### src/rtl/axi_mem_check_master_if.sv
// AXI4 channel bundle used by the memory-check master; the wrapper ties off the
// size, burst type, strobe, id, lock, cache and prot fields.
interface axi_mem_check_master_if #(
  parameter int unsigned ADDR_W = 32,
  parameter int unsigned DATA_W = 32
);
  logic [ADDR_W-1:0] AWADDR;
  logic [7:0]        AWLEN;
  logic              AWVALID;
  logic              AWREADY;
  logic [DATA_W-1:0] WDATA;
  logic              WLAST;
  logic              WVALID;
  logic              WREADY;
  logic [1:0]        BRESP;
  logic              BVALID;
  logic              BREADY;
  logic [ADDR_W-1:0] ARADDR;
  logic [7:0]        ARLEN;
  logic              ARVALID;
  logic              ARREADY;
  logic [DATA_W-1:0] RDATA;
  logic [1:0]        RRESP;
  logic              RLAST;
  logic              RVALID;
  logic              RREADY;

  modport master (
    output AWADDR, AWLEN, AWVALID, input AWREADY,
    output WDATA, WLAST, WVALID, input WREADY,
    input BRESP, BVALID, output BREADY,
    output ARADDR, ARLEN, ARVALID, input ARREADY,
    input RDATA, RRESP, RLAST, RVALID, output RREADY
  );

  modport slave (
    input AWADDR, AWLEN, AWVALID, output AWREADY,
    input WDATA, WLAST, WVALID, output WREADY,
    output BRESP, BVALID, input BREADY,
    input ARADDR, ARLEN, ARVALID, output ARREADY,
    output RDATA, RRESP, RLAST, RVALID, input RREADY
  );
endinterface

### src/rtl/axi_mem_check_master.sv
// One-shot AXI4 traffic generator: writes an INCR burst of 1..N, reads it back
// and raises a sticky ERROR on any data, response or RLAST mismatch.
module axi_mem_check_master #(
  parameter int unsigned        ADDR_W    = 32,
  parameter int unsigned        DATA_W    = 32,
  parameter logic [ADDR_W-1:0]  BASE_ADDR = '0,
  parameter int unsigned        BURST_LEN = 16
) (
  input  logic                   ACLK,
  input  logic                   ARESET,
  output logic                   ERROR,
  axi_mem_check_master_if.master axi
);

  // 9 bits so the beat index and its increment cover a 256-beat burst
  localparam int unsigned CNT_W = 9;
  localparam logic [CNT_W-1:0] LAST_BEAT = CNT_W'(BURST_LEN - 1);
  localparam logic [7:0]       AX_LEN    = 8'(BURST_LEN - 1);

  localparam logic [2:0] S_IDLE = 3'd0;
  localparam logic [2:0] S_AW   = 3'd1;
  localparam logic [2:0] S_W    = 3'd2;
  localparam logic [2:0] S_B    = 3'd3;
  localparam logic [2:0] S_AR   = 3'd4;
  localparam logic [2:0] S_R    = 3'd5;
  localparam logic [2:0] S_DONE = 3'd6;

  logic [2:0]        state,    state_nxt;
  logic [CNT_W-1:0]  beat,     beat_nxt;
  logic              aw_valid, aw_valid_nxt;
  logic              w_valid,  w_valid_nxt;
  logic              w_last,   w_last_nxt;
  logic [DATA_W-1:0] w_data,   w_data_nxt;
  logic              b_ready,  b_ready_nxt;
  logic              ar_valid, ar_valid_nxt;
  logic              r_ready,  r_ready_nxt;
  logic              error_q,  error_nxt;
  logic              r_bad;

  assign axi.AWADDR  = BASE_ADDR;
  assign axi.AWLEN   = AX_LEN;
  assign axi.AWVALID = aw_valid;
  assign axi.WDATA   = w_data;
  assign axi.WLAST   = w_last;
  assign axi.WVALID  = w_valid;
  assign axi.BREADY  = b_ready;
  assign axi.ARADDR  = BASE_ADDR;
  assign axi.ARLEN   = AX_LEN;
  assign axi.ARVALID = ar_valid;
  assign axi.RREADY  = r_ready;
  assign ERROR       = error_q;

  // Read beat j must carry j+1, OKAY, and RLAST exactly on the final beat
  assign r_bad = (axi.RDATA != (DATA_W'(beat) + DATA_W'(1)))
              || (axi.RRESP != 2'b00)
              || (axi.RLAST != (beat == LAST_BEAT));

  always_ff @(posedge ACLK) begin
    if (ARESET) begin
      state    <= S_IDLE;
      beat     <= '0;
      aw_valid <= 1'b0;
      w_valid  <= 1'b0;
      w_last   <= 1'b0;
      w_data   <= '0;
      b_ready  <= 1'b0;
      ar_valid <= 1'b0;
      r_ready  <= 1'b0;
      error_q  <= 1'b0;
    end else begin
      state    <= state_nxt;
      beat     <= beat_nxt;
      aw_valid <= aw_valid_nxt;
      w_valid  <= w_valid_nxt;
      w_last   <= w_last_nxt;
      w_data   <= w_data_nxt;
      b_ready  <= b_ready_nxt;
      ar_valid <= ar_valid_nxt;
      r_ready  <= r_ready_nxt;
      error_q  <= error_nxt;
    end
  end

  // Next-state and next-output logic; every output leaves through a flop
  always_comb begin
    state_nxt    = state;
    beat_nxt     = beat;
    aw_valid_nxt = aw_valid;
    w_valid_nxt  = w_valid;
    w_last_nxt   = w_last;
    w_data_nxt   = w_data;
    b_ready_nxt  = b_ready;
    ar_valid_nxt = ar_valid;
    r_ready_nxt  = r_ready;
    error_nxt    = error_q;

    case (state)
      S_IDLE: begin
        state_nxt    = S_AW;
        aw_valid_nxt = 1'b1;
      end
      S_AW: begin
        if (axi.AWREADY) begin
          aw_valid_nxt = 1'b0;
          w_valid_nxt  = 1'b1;
          w_data_nxt   = DATA_W'(1);
          w_last_nxt   = (LAST_BEAT == '0);
          beat_nxt     = '0;
          state_nxt    = S_W;
        end
      end
      S_W: begin
        if (axi.WREADY) begin
          if (beat == LAST_BEAT) begin
            w_valid_nxt = 1'b0;
            w_last_nxt  = 1'b0;
            b_ready_nxt = 1'b1;
            state_nxt   = S_B;
          end else begin
            beat_nxt   = beat + CNT_W'(1);
            w_data_nxt = DATA_W'(beat) + DATA_W'(2);
            w_last_nxt = ((beat + CNT_W'(1)) == LAST_BEAT);
          end
        end
      end
      S_B: begin
        if (axi.BVALID) begin
          if (axi.BRESP != 2'b00) error_nxt = 1'b1;
          b_ready_nxt  = 1'b0;
          ar_valid_nxt = 1'b1;
          state_nxt    = S_AR;
        end
      end
      S_AR: begin
        if (axi.ARREADY) begin
          ar_valid_nxt = 1'b0;
          r_ready_nxt  = 1'b1;
          beat_nxt     = '0;
          state_nxt    = S_R;
        end
      end
      S_R: begin
        if (axi.RVALID) begin
          if (r_bad) error_nxt = 1'b1;
          if (beat == LAST_BEAT) begin
            r_ready_nxt = 1'b0;
            state_nxt   = S_DONE;
          end else begin
            beat_nxt = beat + CNT_W'(1);
          end
        end
      end
      S_DONE: begin
      end
      default: state_nxt = S_IDLE;
    endcase
  end

endmodule

### src/flat_wrapper.sv
// flat-port wrapper written by rule: the top's interface ports become plain ports
module axi_mem_check_master_flat 
#(
  parameter int unsigned        ADDR_W    = 32,
  parameter int unsigned        DATA_W    = 32,
  parameter logic [ADDR_W-1:0]  BASE_ADDR = '0,
  parameter int unsigned        BURST_LEN = 16
)
  (ACLK, ARESET, ERROR, axi_AWADDR, axi_AWLEN, axi_AWVALID, axi_AWREADY, axi_WDATA, axi_WLAST, axi_WVALID, axi_WREADY, axi_BRESP, axi_BVALID, axi_BREADY, axi_ARADDR, axi_ARLEN, axi_ARVALID, axi_ARREADY, axi_RDATA, axi_RRESP, axi_RLAST, axi_RVALID, axi_RREADY);
  axi_mem_check_master_if #(.ADDR_W(ADDR_W), .DATA_W(DATA_W)) axi_i ();
  input  logic ACLK;
  input  logic ARESET;
  output logic ERROR;
  output wire logic [$bits(axi_i.AWADDR)-1:0] axi_AWADDR;
  output wire logic [$bits(axi_i.AWLEN)-1:0] axi_AWLEN;
  output wire logic [$bits(axi_i.AWVALID)-1:0] axi_AWVALID;
  input wire logic [$bits(axi_i.AWREADY)-1:0] axi_AWREADY;
  output wire logic [$bits(axi_i.WDATA)-1:0] axi_WDATA;
  output wire logic [$bits(axi_i.WLAST)-1:0] axi_WLAST;
  output wire logic [$bits(axi_i.WVALID)-1:0] axi_WVALID;
  input wire logic [$bits(axi_i.WREADY)-1:0] axi_WREADY;
  input wire logic [$bits(axi_i.BRESP)-1:0] axi_BRESP;
  input wire logic [$bits(axi_i.BVALID)-1:0] axi_BVALID;
  output wire logic [$bits(axi_i.BREADY)-1:0] axi_BREADY;
  output wire logic [$bits(axi_i.ARADDR)-1:0] axi_ARADDR;
  output wire logic [$bits(axi_i.ARLEN)-1:0] axi_ARLEN;
  output wire logic [$bits(axi_i.ARVALID)-1:0] axi_ARVALID;
  input wire logic [$bits(axi_i.ARREADY)-1:0] axi_ARREADY;
  input wire logic [$bits(axi_i.RDATA)-1:0] axi_RDATA;
  input wire logic [$bits(axi_i.RRESP)-1:0] axi_RRESP;
  input wire logic [$bits(axi_i.RLAST)-1:0] axi_RLAST;
  input wire logic [$bits(axi_i.RVALID)-1:0] axi_RVALID;
  output wire logic [$bits(axi_i.RREADY)-1:0] axi_RREADY;
  assign axi_AWADDR = axi_i.AWADDR;
  assign axi_AWLEN = axi_i.AWLEN;
  assign axi_AWVALID = axi_i.AWVALID;
  assign axi_i.AWREADY = axi_AWREADY;
  assign axi_WDATA = axi_i.WDATA;
  assign axi_WLAST = axi_i.WLAST;
  assign axi_WVALID = axi_i.WVALID;
  assign axi_i.WREADY = axi_WREADY;
  assign axi_i.BRESP = axi_BRESP;
  assign axi_i.BVALID = axi_BVALID;
  assign axi_BREADY = axi_i.BREADY;
  assign axi_ARADDR = axi_i.ARADDR;
  assign axi_ARLEN = axi_i.ARLEN;
  assign axi_ARVALID = axi_i.ARVALID;
  assign axi_i.ARREADY = axi_ARREADY;
  assign axi_i.RDATA = axi_RDATA;
  assign axi_i.RRESP = axi_RRESP;
  assign axi_i.RLAST = axi_RLAST;
  assign axi_i.RVALID = axi_RVALID;
  assign axi_RREADY = axi_i.RREADY;
  axi_mem_check_master #(.ADDR_W(ADDR_W), .DATA_W(DATA_W), .BASE_ADDR(BASE_ADDR), .BURST_LEN(BURST_LEN)) u_core (.ACLK(ACLK), .ARESET(ARESET), .ERROR(ERROR), .axi(axi_i));
endmodule
### config.mk
export PLATFORM = sky130hd
export DESIGN_NAME = axi_mem_check_master_flat
export DESIGN_NICKNAME = d
export VERILOG_FILES = /design/src/rtl/axi_mem_check_master_if.sv /design/src/rtl/axi_mem_check_master.sv /design/src/flat_wrapper.sv
export SDC_FILE = /design/constraint.sdc
export NUM_CORES = 1
export LEC_CHECK = 0
export ABC_AREA = 0
export CAP_MARGIN = 10
export CORE_AREA = 2 2 93 95
export DETAILED_ROUTE_END_ITERATION = 7
export DIE_AREA = 0 0 95 97
export PLACE_DENSITY = 0.83
export SYNTH_ARGS = -nofsm -noshare
export SYNTH_HDL_FRONTEND = slang
export SYNTH_SLANG_ARGS = --single-unit
### constraint.sdc
create_clock -name ACLK -period 2.25 [get_ports ACLK]
set_clock_uncertainty 0.2 [all_clocks]
set_input_delay 0.45 -clock ACLK [delete_from_list [all_inputs] [get_ports ACLK]]
set_output_delay 0.45 -clock ACLK [all_outputs]
set_load 0.02 [all_outputs]
# Yosys cells after proc, flatten, opt, wreduce, memory -nomap -nowiden
# Index checks and enable logic that the tools add are counted.
dict set report totals {
  word_cells 98
  reg_bits 51
  in_bits 44
  out_inout_bits 119
}
dict set report classes {
  n_reduce_logical 22
  eq_ne 20
  bitwise_logic 1
  addsub 3
  mux 42
}
# cell count
set op_table {}
lappend op_table {{two-way mux 32 bit} 3}
lappend op_table {{one-hot mux 32 bit (2 select lines)} 1}
lappend op_table {{two-way mux 9 bit} 5}
lappend op_table {{one-hot mux 9 bit (4 select lines)} 1}
lappend op_table {{inequality test 32 bit} 1}
lappend op_table {{two-way mux 3 bit} 7}
lappend op_table {{one-hot mux 3 bit (7 select lines)} 1}
lappend op_table {{equality test 9 x 4 -> 1 bit, second input constant} 2}
lappend op_table {{two-way mux 1 bit} 17}
lappend op_table {{AND reduction 4 bit} 4}
lappend op_table {{nonzero test 2 bit} 8}
lappend op_table {{one-hot mux 1 bit (2 select lines)} 7}
lappend op_table {{inequality test 2 bit, second input constant} 6}
lappend op_table {{adder 9 x 1 -> 10 bit, second input constant} 1}
lappend op_table {{adder 9 x 2 -> 10 bit, second input constant} 1}
lappend op_table {{AND reduction 5 bit} 2}
lappend op_table {{adder 9 x 1 -> 9 bit, second input constant} 1}
lappend op_table {{equality test 3 bit, second input constant} 3}
lappend op_table {{inequality test 2 x 1 -> 1 bit, second input constant} 4}
lappend op_table {{AND reduction 8 bit} 1}
lappend op_table {{equality test 3 x 2 -> 1 bit, second input constant} 2}
lappend op_table {{AND reduction 3 bit} 2}
lappend op_table {{nonzero test 4 bit} 1}
lappend op_table {{equality test 3 x 1 -> 1 bit, second input constant} 1}
lappend op_table {{other kinds (5)} 6}

# Logic depth before layout (Yosys ltp)
# Gate-level depths: netlist (run 1).
dict set report depth {
  word_depth 7
  ltp_mapped 8
  ltp_nobuf 7
}

# Worst setup path before layout (run 1)
# OpenSTA, ideal clock, no wires.
dict set report synth_timing {
  path_type {reg2reg}
  from {reg u_core.beat[5]}
  to {reg u_core.w_data[1], in the netlist u_core.axi.WDATA[1]}
  setup_slack_ps 144
  stages_incl_launch_ff 8
  synth_period_minus_slack_ps 2106
  arrival_ps 1779
  n_path_buf 2
  setup_time_ps 128
  required_time_ps 1922
  cell_sequence {dfxtp_1 -> buf_6 -> or4_4 -> or3_1 -> and3_4 -> buf_6 -> a22oi_1 -> nor2_1}
}
dict set report synth_between {
  elab_chain_cells 3
}
# item line
set synth_rtl {}
lappend synth_rtl {{start: declaration} axi_mem_check_master.sv:29} ;# logic [CNT_W-1:0] beat, beat_nxt;
lappend synth_rtl {{start signal: assignment} axi_mem_check_master.sv:72} ;# beat <= beat_nxt;
lappend synth_rtl {{equality test 9 x 4 -> 1 bit} axi_mem_check_master.sv:114} ;# if (beat == LAST_BEAT) begin
lappend synth_rtl {{inequality test 2 bit (no source line)} n/a}
lappend synth_rtl {{AND reduction 4 bit (no source line)} n/a}
lappend synth_rtl {{end signal: assignment} axi_mem_check_master.sv:76} ;# w_data <= w_data_nxt;
lappend synth_rtl {{end: declaration} axi_mem_check_master.sv:33} ;# logic [DATA_W-1:0] w_data, w_data_nxt;
# Every way passes these cells.
# A chain may end at the register's enable or synchronous reset.

# Final worst setup path (run 1)
dict set report layout_timing {
  from {reg u_core.beat[2]}
  to {reg u_core.error_q, in the netlist u_core.ERROR}
}
dict set report layout_between {
  elab_chain_cells 6
  elab_cells_between_ends 8
  cone_classes {add/sub (1); eq/ne (4); reduce/logical (3)}
}
# item line
set layout_rtl {}
lappend layout_rtl {{adder 9 x 1 -> 10 bit} axi_mem_check_master.sv:54} ;# assign r_bad = (axi.RDATA != (DATA_W'(beat) + DATA_W'(1)))
lappend layout_rtl {{inequality test 32 bit} axi_mem_check_master.sv:54}
lappend layout_rtl {{logical OR 1 bit} axi_mem_check_master.sv:55} ;# || (axi.RRESP != 2'b00)
lappend layout_rtl {{logical OR 1 bit *} axi_mem_check_master.sv:56} ;# || (axi.RLAST != (beat == LAST_BEAT));
lappend layout_rtl {{inequality test 2 x 1 -> 1 bit (no source line) *} n/a}
lappend layout_rtl {{AND reduction 5 bit (no source line) *} n/a}
lappend layout_rtl {{end signal: assignment} axi_mem_check_master.sv:80} ;# error_q <= error_nxt;
lappend layout_rtl {{end: declaration} axi_mem_check_master.sv:37} ;# logic error_q, error_nxt;
# Every way passes the cells marked *; elsewhere a longest branch is shown, timed or not.

==> flow_summary.ini, run 1 <==
[global_routing]
grt_use_total = 0.1444
antenna_found_initial = 0
grt_busiest_layer = met2
grt_pass1_wl_um = 10470
met1_usage = 0.1722
overflow = 0
grt_use_met2 = 0.2362
grt_pass1_vias = 2268
grt_max_degree = 16
met3_usage = 0.03427

[yosys]
synth-simple-area-share = 0.2024
yosysSeqAreaShare = 0.2050
synth_area_mm2 = 0.002831
yosysUniqueCellTypes = 62
yosysWarnings = 0
synth_compound_area_frac = 0.1697
synthMuxAreaShare = 0
yosys.area_share.adder = 0.01326
ys_ff_latch = 29
synth_top_family_by_area = buffers and inverters
synth_enable_flop_cells = 0
syn_inst = 356
synthFlopType = dfxtp_1
postSynthAreaPerCell_um2 = 7.954
synthArstFlopShare = 0
synth_xor_area_frac = 0.07159

[cts]
clkLatencyLatePin_ns = 0.28
cts_buffers = 5
clkSlewWorstSetupHoldPaths_ns = 0.06
cts_root_buffer = clkbuf_8
clock-sinks = 29
clockBufferDepth = 2
cts_tree = built
ctsHoldBuffers = 0
h-tree-depth = 2

[setup_path]
cp-end-kind = flop
r2r_cells = 6
ff2ff_setup_slack_ns = 0.08
crit_slowest_cell = dfxtp_1
critPathKind = flop to flop
cp.arrival_ns = 2.15
cp.required_ns = 2.23
cp_cell_sequence = ha_1, nand4b_1, or2_2, o21ai_0, a31oi_1, o31a_1
start_kind = flop
crit_fanout = 5
worstReg2RegEnd = u_core.ERROR$_SDFFE_PP0P_
cpPeakStageDelay_ns = 0.47
r2r_start = u_core.beat[2]$_SDFFE_PP0P_

[floorplan]
die_x_um = 95
row_count = 33
initial_core_util = 0.3481
pin_count = 163
core_region_area_mm2 = 0.008134
dieHeight_um = 97
die-area_mm2 = 0.009215

[timing]
finalCritPeriodShare = 0.9638
slew_viol_final = 0
hold_viol_final = 0
setup_viol = 0
fmax_ghz = 0.4612
fin_setup_tns_ns = 0
period_needed_ns = 2.168
rsz0062_at_grt = no

[routing]
drtIter0Drc = 212
vias = 2517
drc_errors = 0
ant_nets = 0
dr.pass1.iters = 4
wirelength_um = 6664
vias_per_cell = 4.601
wire_per_inst_um = 12.18

[place]
port_buffers = 60
hpwl_um = 5499
place_congestion = 0.9616

[cells_and_area]
area_delta_synth_final_pct = 21.08
final_nets = 488
diodes = 0
drive_gt1_frac = 0.1335

[worst_hold_path]
hold_end = u_core.axi.WDATA[5]$_SDFFE_PP0P_
hp-class = flop to flop
min_path_cells = 2
hold_path_startpoint = u_core.axi.WDATA[5]$_SDFFE_PP0P_

[pwr]
total_power_w = 0.001764
peakVddDrop_mv = 0.2356
p_per_area_mw_per_mm2 = 514.7
p_leak_nw = 1.415

[run]
cap_violations = 0

[run_status]
outcome = complete, no violations
==> cell families after synthesis <==
logic type               count (synthesis)
buffers and inverters                  134
flip-flops                              29
AO/OA/AOI/OAI                           63
adder cells (fa/ha/maj)                  3
XOR/XNOR                                20
AND/OR/NAND/NOR                        105
other                                    2
==> state kept, by name, indices dropped and copies added (netlist names) <==
| name | flops |
|---|---|
| u_core.ERROR | 1 |
| u_core.axi.ARVALID | 1 |
| u_core.axi.AWVALID | 1 |
| u_core.axi.BREADY | 1 |
| u_core.axi.RREADY | 1 |
| u_core.axi.WDATA | 10 |
| u_core.axi.WLAST | 1 |
| u_core.axi.WVALID | 1 |
| u_core.beat | 9 |
| u_core.state | 3 |
==> what timing repair did <==
action	4_1_cts	5_1_grt
endpoints found under the setup margin	1	8
endpoints found under the hold margin	0	0
resized for setup	1	3
setup buffers	0	1
==> power breakdown <==
part	total (W)	switching, W	internal, W
sequential	0.000590	0.0000436	0.000547
combinational	0.000761	0.000445	0.000316
clock	0.000413	0.000194	0.000219
total	0.00176	0.000683	0.00108
==> placed cells by master, fill, tap and decap left out, types with 2 or more instances in the layout <==
master	netlist	routed
nand2_1	20	20
nand4_1	7	7
dfxtp_1	29	28
nand3_1	12	12
o31ai_1	3	3
o21ai_1	2	2
or2_2	2	2
xnor2_1	13	13
clkbuf_1	6	3
clkbuf_8	1	5
a311oi_1	4	4
xnor3_1	2	2
or4_1	2	2
or3_1	3	3
inv_1	13	13
o311ai_0	3	3
nor2_1	25	24
conb_1	2	102
o211ai_1	3	3
a31oi_1	3	3
nor4_1	5	5
o21ai_0	11	11
xor2_1	5	5
ha_1	3	3
and3b_1	2	2
nor3b_1	3	3
clkdlybuf4s50_1	0	60
a22oi_1	8	8
a21oi_1	11	11
buf_4	102	39
nor2b_1	5	5
nor3_1	9	9
==> metal layers <==
| layer | share of wire | vias to the layer above |
|---|---|---|
| li1 | - | 1196 |
| met1 | 0.38 | 1128 |
| met2 | 0.48 | 176 |
| met3 | 0.11 | 17 |
| met4 | 0.034 | 0 |
| met5 | 0 | - |
==> per-stage QoR <==
| step | setup WS, ns | hold WS, ns | util | std cells | cell area (um2) |
|---|---|---|---|---|---|
| 5_1_grt | 0.01265 | 0.3007 | 0.4215 | 547 | 3428 |
| 2_1_floorplan | 0.1439 | 0.3154 | - | 456 | 3207 |
| 6_report | 0.08153 | 0.2687 | 0.4215 | 547 | 3428 |
| 4_1_cts | 0.04654 | 0.2790 | 0.4192 | 546 | 3410 |
| 3_3_place_gp | -0.004863 | 0.2443 | 0.4086 | 538 | 3323 |
| 3_5_place_dp | -0.09702 | 0.2709 | 0.4086 | 538 | 3323 |
==> how the worst max path moves through the flow <==
stage / startpoint / end / slack, ns
4_1_cts: u_core.beat[1]$_SDFFE_PP0P_ / u_core.axi.WLAST$_SDFFE_PP0P_ / 0.05
3_3_place_gp: axi_AWREADY / u_core.beat[4]$_SDFFE_PP0P_ / -0.005
3_5_place_dp: axi_AWREADY / u_core.beat[4]$_SDFFE_PP0P_ / -0.1
2_1_floorplan: u_core.beat[5]$_SDFFE_PP0P_ / u_core.axi.WDATA[1]$_SDFFE_PP0P_ / 0.14
6_report: u_core.beat[2]$_SDFFE_PP0P_ / u_core.ERROR$_SDFFE_PP0P_ / 0.08
5_1_grt: u_core.beat[2]$_SDFFE_PP0P_ / u_core.ERROR$_SDFFE_PP0P_ / 0.01
==> cell usage after synthesis (3+ instances only) <==
cell type | n | share of area
o21ai_0 | 11 | 0.019
a311oi_1 | 4 | 0.012
a31oi_1 | 3 | 0.0066
nand3_1 | 12 | 0.021
a21oi_1 | 11 | 0.019
buf_6 | 5 | 0.020
nor2_1 | 25 | 0.033
nor3_1 | 9 | 0.016
clkbuf_1 | 6 | 0.0080
nand2_1 | 20 | 0.027
nor2b_1 | 5 | 0.011
ha_1 | 3 | 0.013
nor4_1 | 5 | 0.011
nor3b_1 | 3 | 0.0080
dfxtp_1 | 29 | 0.21
nand4_1 | 7 | 0.015
buf_4 | 102 | 0.27
xnor2_1 | 13 | 0.040
o311ai_0 | 3 | 0.0093
o31ai_1 | 3 | 0.0080
xor2_1 | 5 | 0.015
inv_1 | 13 | 0.017
or3_1 | 3 | 0.0066
o211ai_1 | 3 | 0.0080
a22oi_1 | 8 | 0.021
==> area by class of cell <==
class / instances / area [um2]
flip-flops and latches: 29 / 581.8
repair buffers: 99 / 893.4
inverters: 13 / 48.80
well taps: 105 / 131.4
fillers: 798 / 4706
clock buffers: 8 / 80.08
multi-input cells: 293 / 1693
==> worst max-delay path, delay by kind of cell, from the launching register on <==
kind            cells  cell delay [ns]
compound gates      3             0.58
simple gates        2             0.45
fa+ha+maj           1             0.35
flops               1             0.47
Note: power is estimated with default switching activity, not from simulation.
==> inputs of run 2 (changes only) <==
--- a/config.mk
+++ b/config.mk
@@ -12,3 +12,3 @@
 export DIE_AREA = 0 0 95 97
-export PLACE_DENSITY = 0.83
+export PLACE_DENSITY_LB_ADDON = 0.15
 export SYNTH_ARGS = -nofsm -noshare
--- a/constraint.sdc
+++ b/constraint.sdc
@@ -4,2 +4,2 @@
 set_output_delay 0.45 -clock ACLK [all_outputs]
-set_load 0.02 [all_outputs]
+set_load 0.05 [all_outputs]
==> run 2 against run 1 <==
  * Via count shrank 5.5%
  * Core utilization shrank 0.077 points
  * Power grew 19%
  * Worst setup slack gained 0.029 ns
  * Critical endpoint is now ERROR
  * First-iteration DRC count shrank 55%
  * Hold slack gained 0.0052 ns
==> flow_summary.ini, run 2 (synthesis results as in run 1) <==
[routing]
drc_errors = 0
wirelength_um = 6869
wire_per_inst_um = 12.60
wl_met1_um = 2981
dr_wl_met3_um = 446
dr.max_layer_used = met4
ant_nets = 0
drtIter0Drc = 96
dr.pass1.iters = 5
vias_per_cell = 4.365
dr_wl_met2_um = 3393
vias = 2379

[cts]
h-tree-depth = 2
clockBufferDepth = 2
clock-sinks = 29
cts_setup_buffers = 0
cts_tree = built
cts_buffers = 5
clkLatencyLatePin_ns = 0.28
clkSlewWorstSetupHoldPaths_ns = 0.06
cts_root_buffer = clkbuf_8

[global_routing]
grt_use_total = 0.1500
grt_max_degree = 20
grt_pass1_vias = 2125
overflow = 0
grt_pass1_wl_um = 11140
antenna_found_initial = 0

[pwr]
power.share.clock = 0.228
internal_power_w = 0.001139
p_sw_w = 0.0009554
peakVddDrop_mv = 0.3154
p_leak_nw = 1.425
seqPwrFrac = 0.279
netSwitchingFraction = 0.4561
p_per_area_mw_per_mm2 = 612.2
combPwrFrac = 0.493

[setup_path]
start_kind = flop
cp_cell_sequence = clkdlybuf4s50_1
cp-end-kind = primary output
crit_fanout = 3
r2r_start = u_core.beat[4]$_SDFFE_PP0P_
cp.required_ns = 1.60
crit_family = buffers and inverters
critPathKind = flop to primary output
crit_slowest_cell = clkdlybuf4s50_1
cpPeakStageDelay_ns = 0.83
path_buf_inv = 1
startpoint = u_core.ERROR$_SDFFE_PP0P_
cp.arrival_ns = 1.49

[place]
place_congestion = 0.8770
hpwl_um = 5599
port_buffers = 60

[cells_and_area]
final_cell_mix = conb_1 (102), clkdlybuf4s50_1 (57), buf_4 (40), dfxtp_1 (27), nor2_1 (24)
final_nets = 486
finalCoreUtilization = 0.4207
area_delta_synth_final_pct = 20.86
diodes = 0
largest_reg_flops = 10
mostFrequentLayoutCell = conb_1
drive_gt1_frac = 0.1432

[timing]
rsz0062_at_grt = no
finalCritPeriodShare = 0.9507
setup_viol = 0
whs_ns = 0.2739
worst_slew_pin_slew_ns = 0.5075
slew_viol_final = 0
period_needed_ns = 2.139
hold_viol_final = 0
max-slew-margin-rel = 0.6606
fin_setup_tns_ns = 0
fmax_ghz = 0.4675

[floorplan]
pin_count = 163
row_count = 33
initial_core_util = 0.3481
die-area_mm2 = 0.009215
die_x_um = 95
core_region_area_mm2 = 0.008134
dieHeight_um = 97

[worst_hold_path]
hp-class = flop to flop
hold_path_startpoint = u_core.axi.WDATA[5]$_SDFFE_PP0P_

[run]
cap_violations = 0

[run_status]
outcome = complete, no violations
run 2: cell types whose count changed in the layout (fill, tap and decap cells not counted):
| cell | before | now |
|---|---|---|
| clkinv_2 | 0 | 1 |
| nor4bb_2 | 1 | 0 |
| clkdlybuf4s50_1 | 60 | 57 |
| clkbuf_8 | 5 | 7 |
| buf_4 | 39 | 40 |
| dfxtp_1 | 28 | 27 |
| nor4bb_1 | 0 | 1 |
| dfxtp_2 | 1 | 2 |
| clkbuf_1 | 3 | 0 |
| o21ai_1 | 2 | 3 |
| o21ai_0 | 11 | 10 |
run 2: power groups by stage:
stage / clock network, W / registers, W / logic, W
3_5_place_dp: 0 / 0.000596 / 0.00102
2_1_floorplan: 0 / 0.000633 / 0.000866
3_3_place_gp: 0 / 0.000594 / 0.00103
5_1_grt: 0.000506 / 0.000590 / 0.00110
6_report: 0.000478 / 0.000584 / 0.00103
4_1_cts: 0.000488 / 0.000584 / 0.00103
run 2: worst paths after layout:
| path | to | slack (ns) | depth (start not counted) |
|---|---|---|---|
| worst max-delay path | ERROR | 0.11 | 1 |
| worst min-delay path | u_core.axi.WDATA[5]$_SDFFE_PP0P_ | 0.27 | 2 |
| worst max register to register | u_core.axi.BREADY$_SDFFE_PP0P_ | 0.16 | 5 |
| worst min register to register | u_core.axi.WDATA[5]$_SDFFE_PP0P_ | 0.27 | 2 |
run 2: repair_timing:
item,4_1_cts,5_1_grt
endpoints found under the setup margin,0,4
hold buffers,0,0
gates resized for setup,0,5
run 2: layout make-up:
| type | instances | area, um2 |
|---|---|---|
| clock inverter | 1 | 5.005 |
| inverter | 13 | 48.80 |
| tap | 105 | 131.4 |
| fill | 839 | 4712 |
| clock buffer | 7 | 96.34 |
| multi-input combinational | 293 | 1687 |
| sequential | 29 | 583.1 |
| timing repair buffer | 97 | 870.8 |
run 2: through the flow:
stage / total power [W] / setup WS, ns / instance area (um2) / cells
final: 0.002095 / 0.1110 / 3422 / 545
after global routing: 0.002200 / 0.03688 / 3422 / 545
after CTS: 0.002099 / 0.08766 / 3410 / 545
after detailed placement: 0.001620 / -0.07472 / 3308 / 537
after global placement: 0.001619 / -0.05855 / 3308 / 537
after floorplan: 0.001499 / 0.1439 / 3207 / 456
run 2: layer usage:
metal | track usage | up-vias
met3 | 0.01636 | 5
met5 | 0 | -
met4 | 0.03344 | 0
met2 | 0.2455 | 107
met1 | 0.2102 | 1070
li1 | - | 1197
==> inputs of run 3 (changes only) <==
Settings changed: CORE_AREA 2 2 93 95 to 2 2 87 89, DIE_AREA 0 0 95 97 to 0 0 89 91.
Clock period 2.25 ns to 2.5 ns, I/O delays scaled along.
==> run 3 against run 2 <==
  * Core utilization increased by 3.7 points
  * Power is 16% lower
  * Critical path type is now flop to flop
  * Final cell count fell by 4.2%
  * Non-clock buffer count is 17 lower
  * Largest power group unchanged
  * Largest cell class unchanged
  * First-iteration DRC count is 5.2% higher
  * Sequential share of layout area grew 0.75 points
==> flow_summary.ini, run 3 (synthesis results as in run 1) <==
[floorplan]
pin_count = 163
core_region_area_mm2 = 0.007137
row_count = 31
dieHeight_um = 91
initial_core_util = 0.3967
die-area_mm2 = 0.008099
die_x_um = 89

[setup_path]
cp.arrival_ns = 2.34
cp.required_ns = 2.52
cp-end-kind = flop
critPathKind = flop to flop
crit_fanout = 8
start_kind = flop
ff2ff_setup_slack_ns = 0.18
worstReg2RegEnd = u_core.ERROR$_SDFFE_PP0P_
r2r_cells = 6
startpoint = u_core.beat[2]$_SDFFE_PP0P_
r2r_start = u_core.beat[2]$_SDFFE_PP0P_
crit_end = u_core.ERROR$_SDFFE_PP0P_

[timing]
max-slew-margin-rel = 0.6549
worst_slew_pin_slew_ns = 0.5161
finalCritPeriodShare = 0.9269
slew_viol_final = 0
fmax_ghz = 0.4315
setup_slack_ns = 0.1827
rsz0062_at_grt = no
fin_setup_tns_ns = 0
setup_viol = 0
hold_viol_final = 0
period_needed_ns = 2.317

[run_status]
outcome = complete, no violations

[routing]
vias_per_cell = 4.542
wirelength_um = 6417
dr.pass1.iters = 4
wire_per_inst_um = 12.29
ant_nets = 0
drc_errors = 0
vias = 2371
drtIter0Drc = 101

[cts]
clockBufferDepth = 2
cts_buffers = 5
h-tree-depth = 2
clkSlewWorstSetupHoldPaths_ns = 0.06
cts_root_buffer = clkbuf_8
cts_tree = built
clkLatencyLatePin_ns = 0.28
clock-sinks = 29
ctsHoldBuffers = 0
cts_setup_buffers = 0
cts_resized = 0

[cells_and_area]
final_nets = 469
nFillCells = 728
mostFrequentLayoutCell = conb_1
seqCellArea_um2 = 580.6
diodes = 0
drive_gt1_frac = 0.09220
multi_input_area_mm2 = 0.001677
largest_reg_flops = 10
stdcell_count = 522
final_cell_mix = conb_1 (102), clkdlybuf4s50_1 (60), dfxtp_1 (29), nor2_1 (25)
area_delta_synth_final_pct = 15.25

[global_routing]
grt_use_total = 0.1527
grt_max_degree = 19
overflow = 0
grt_pass1_wl_um = 9804
grt_pass1_vias = 2084
antenna_found_initial = 0

[pwr]
p_per_area_mw_per_mm2 = 542.0
total_power_w = 0.001769
peakVddDrop_mv = 0.2108
p_leak_nw = 1.326

[place]
pre_cts_ws_ns = 0.001859
port_buffers = 60
place_congestion = 0.8343
hpwl_um = 5254
dp_cells = 514

[worst_hold_path]
hp-class = flop to flop
hold_path_startpoint = u_core.axi.WDATA[5]$_SDFFE_PP0P_

[run]
cap_violations = 0
==> run 3: cell types whose count changed in the layout (fill, tap and decap cells not counted), sizes merged <==
cell,delta
buf,-20
clkinv,+1
clkbuf,-1
clkdlybuf4s50,+3
==> run 3: per-layer routing <==
layer  track usage  vias to the layer above  wire [um]
met4       0.03358                        0         37
met3       0.02636                        5        477
met5             0                        -          0
met2        0.2600                      124       3082
li1              -                     1159          -
met1        0.1994                     1083       2820
==> run 3: worst min-delay path by stage <==
stage	to	slack, ns	cells after the start
final	u_core.axi.WDATA[5]$_SDFFE_PP0P_	0.26	2
after global routing	u_core.axi.WLAST$_SDFFE_PP0P_	0.31	2
after CTS	u_core.axi.WDATA[5]$_SDFFE_PP0P_	0.27	2
after detailed placement	u_core.axi.WDATA[5]$_SDFFE_PP0P_	0.26	2
after global placement	u_core.axi.WDATA[5]$_SDFFE_PP0P_	0.24	2
after floorplan	u_core.beat[1]$_SDFFE_PP0P_	0.32	2
==> run 3: through the flow <==
step	hold WS, ns	utilization	cell area [um2]
after floorplan	0.3154	-	3207
after global placement	0.2401	0.4457	3181
after detailed placement	0.2575	0.4457	3181
after CTS	0.2668	0.4572	3263
after global routing	0.3087	0.4572	3263
final	0.2580	0.4572	3263
==> run 3: cell type report <==
cell class                 instances  area share
clock inverter                     2    0.003067
tap                               99     0.03796
clock buffer                       6     0.02224
multi-input combinational        293      0.5138
timing repair buffer              80      0.2301
sequential                        29      0.1779
inverter                          13     0.01495
==> run 3: power breakdown <==
part	total [W]	internal [W]	switching, W
Sequential	0.000530	0.000492	0.0000384
Combinational	0.000859	0.000236	0.000623
Clock	0.000379	0.000193	0.000187
==> run 3: worst max-delay path, stage by stage, from the launching register on <==
cell	delay [ns]
dfxtp_1	0.53
ha_1	0.36
nand4b_1	0.15
or2_2	0.30
a41o_1	0.22
a31oi_1	0.30
o31a_1	0.19
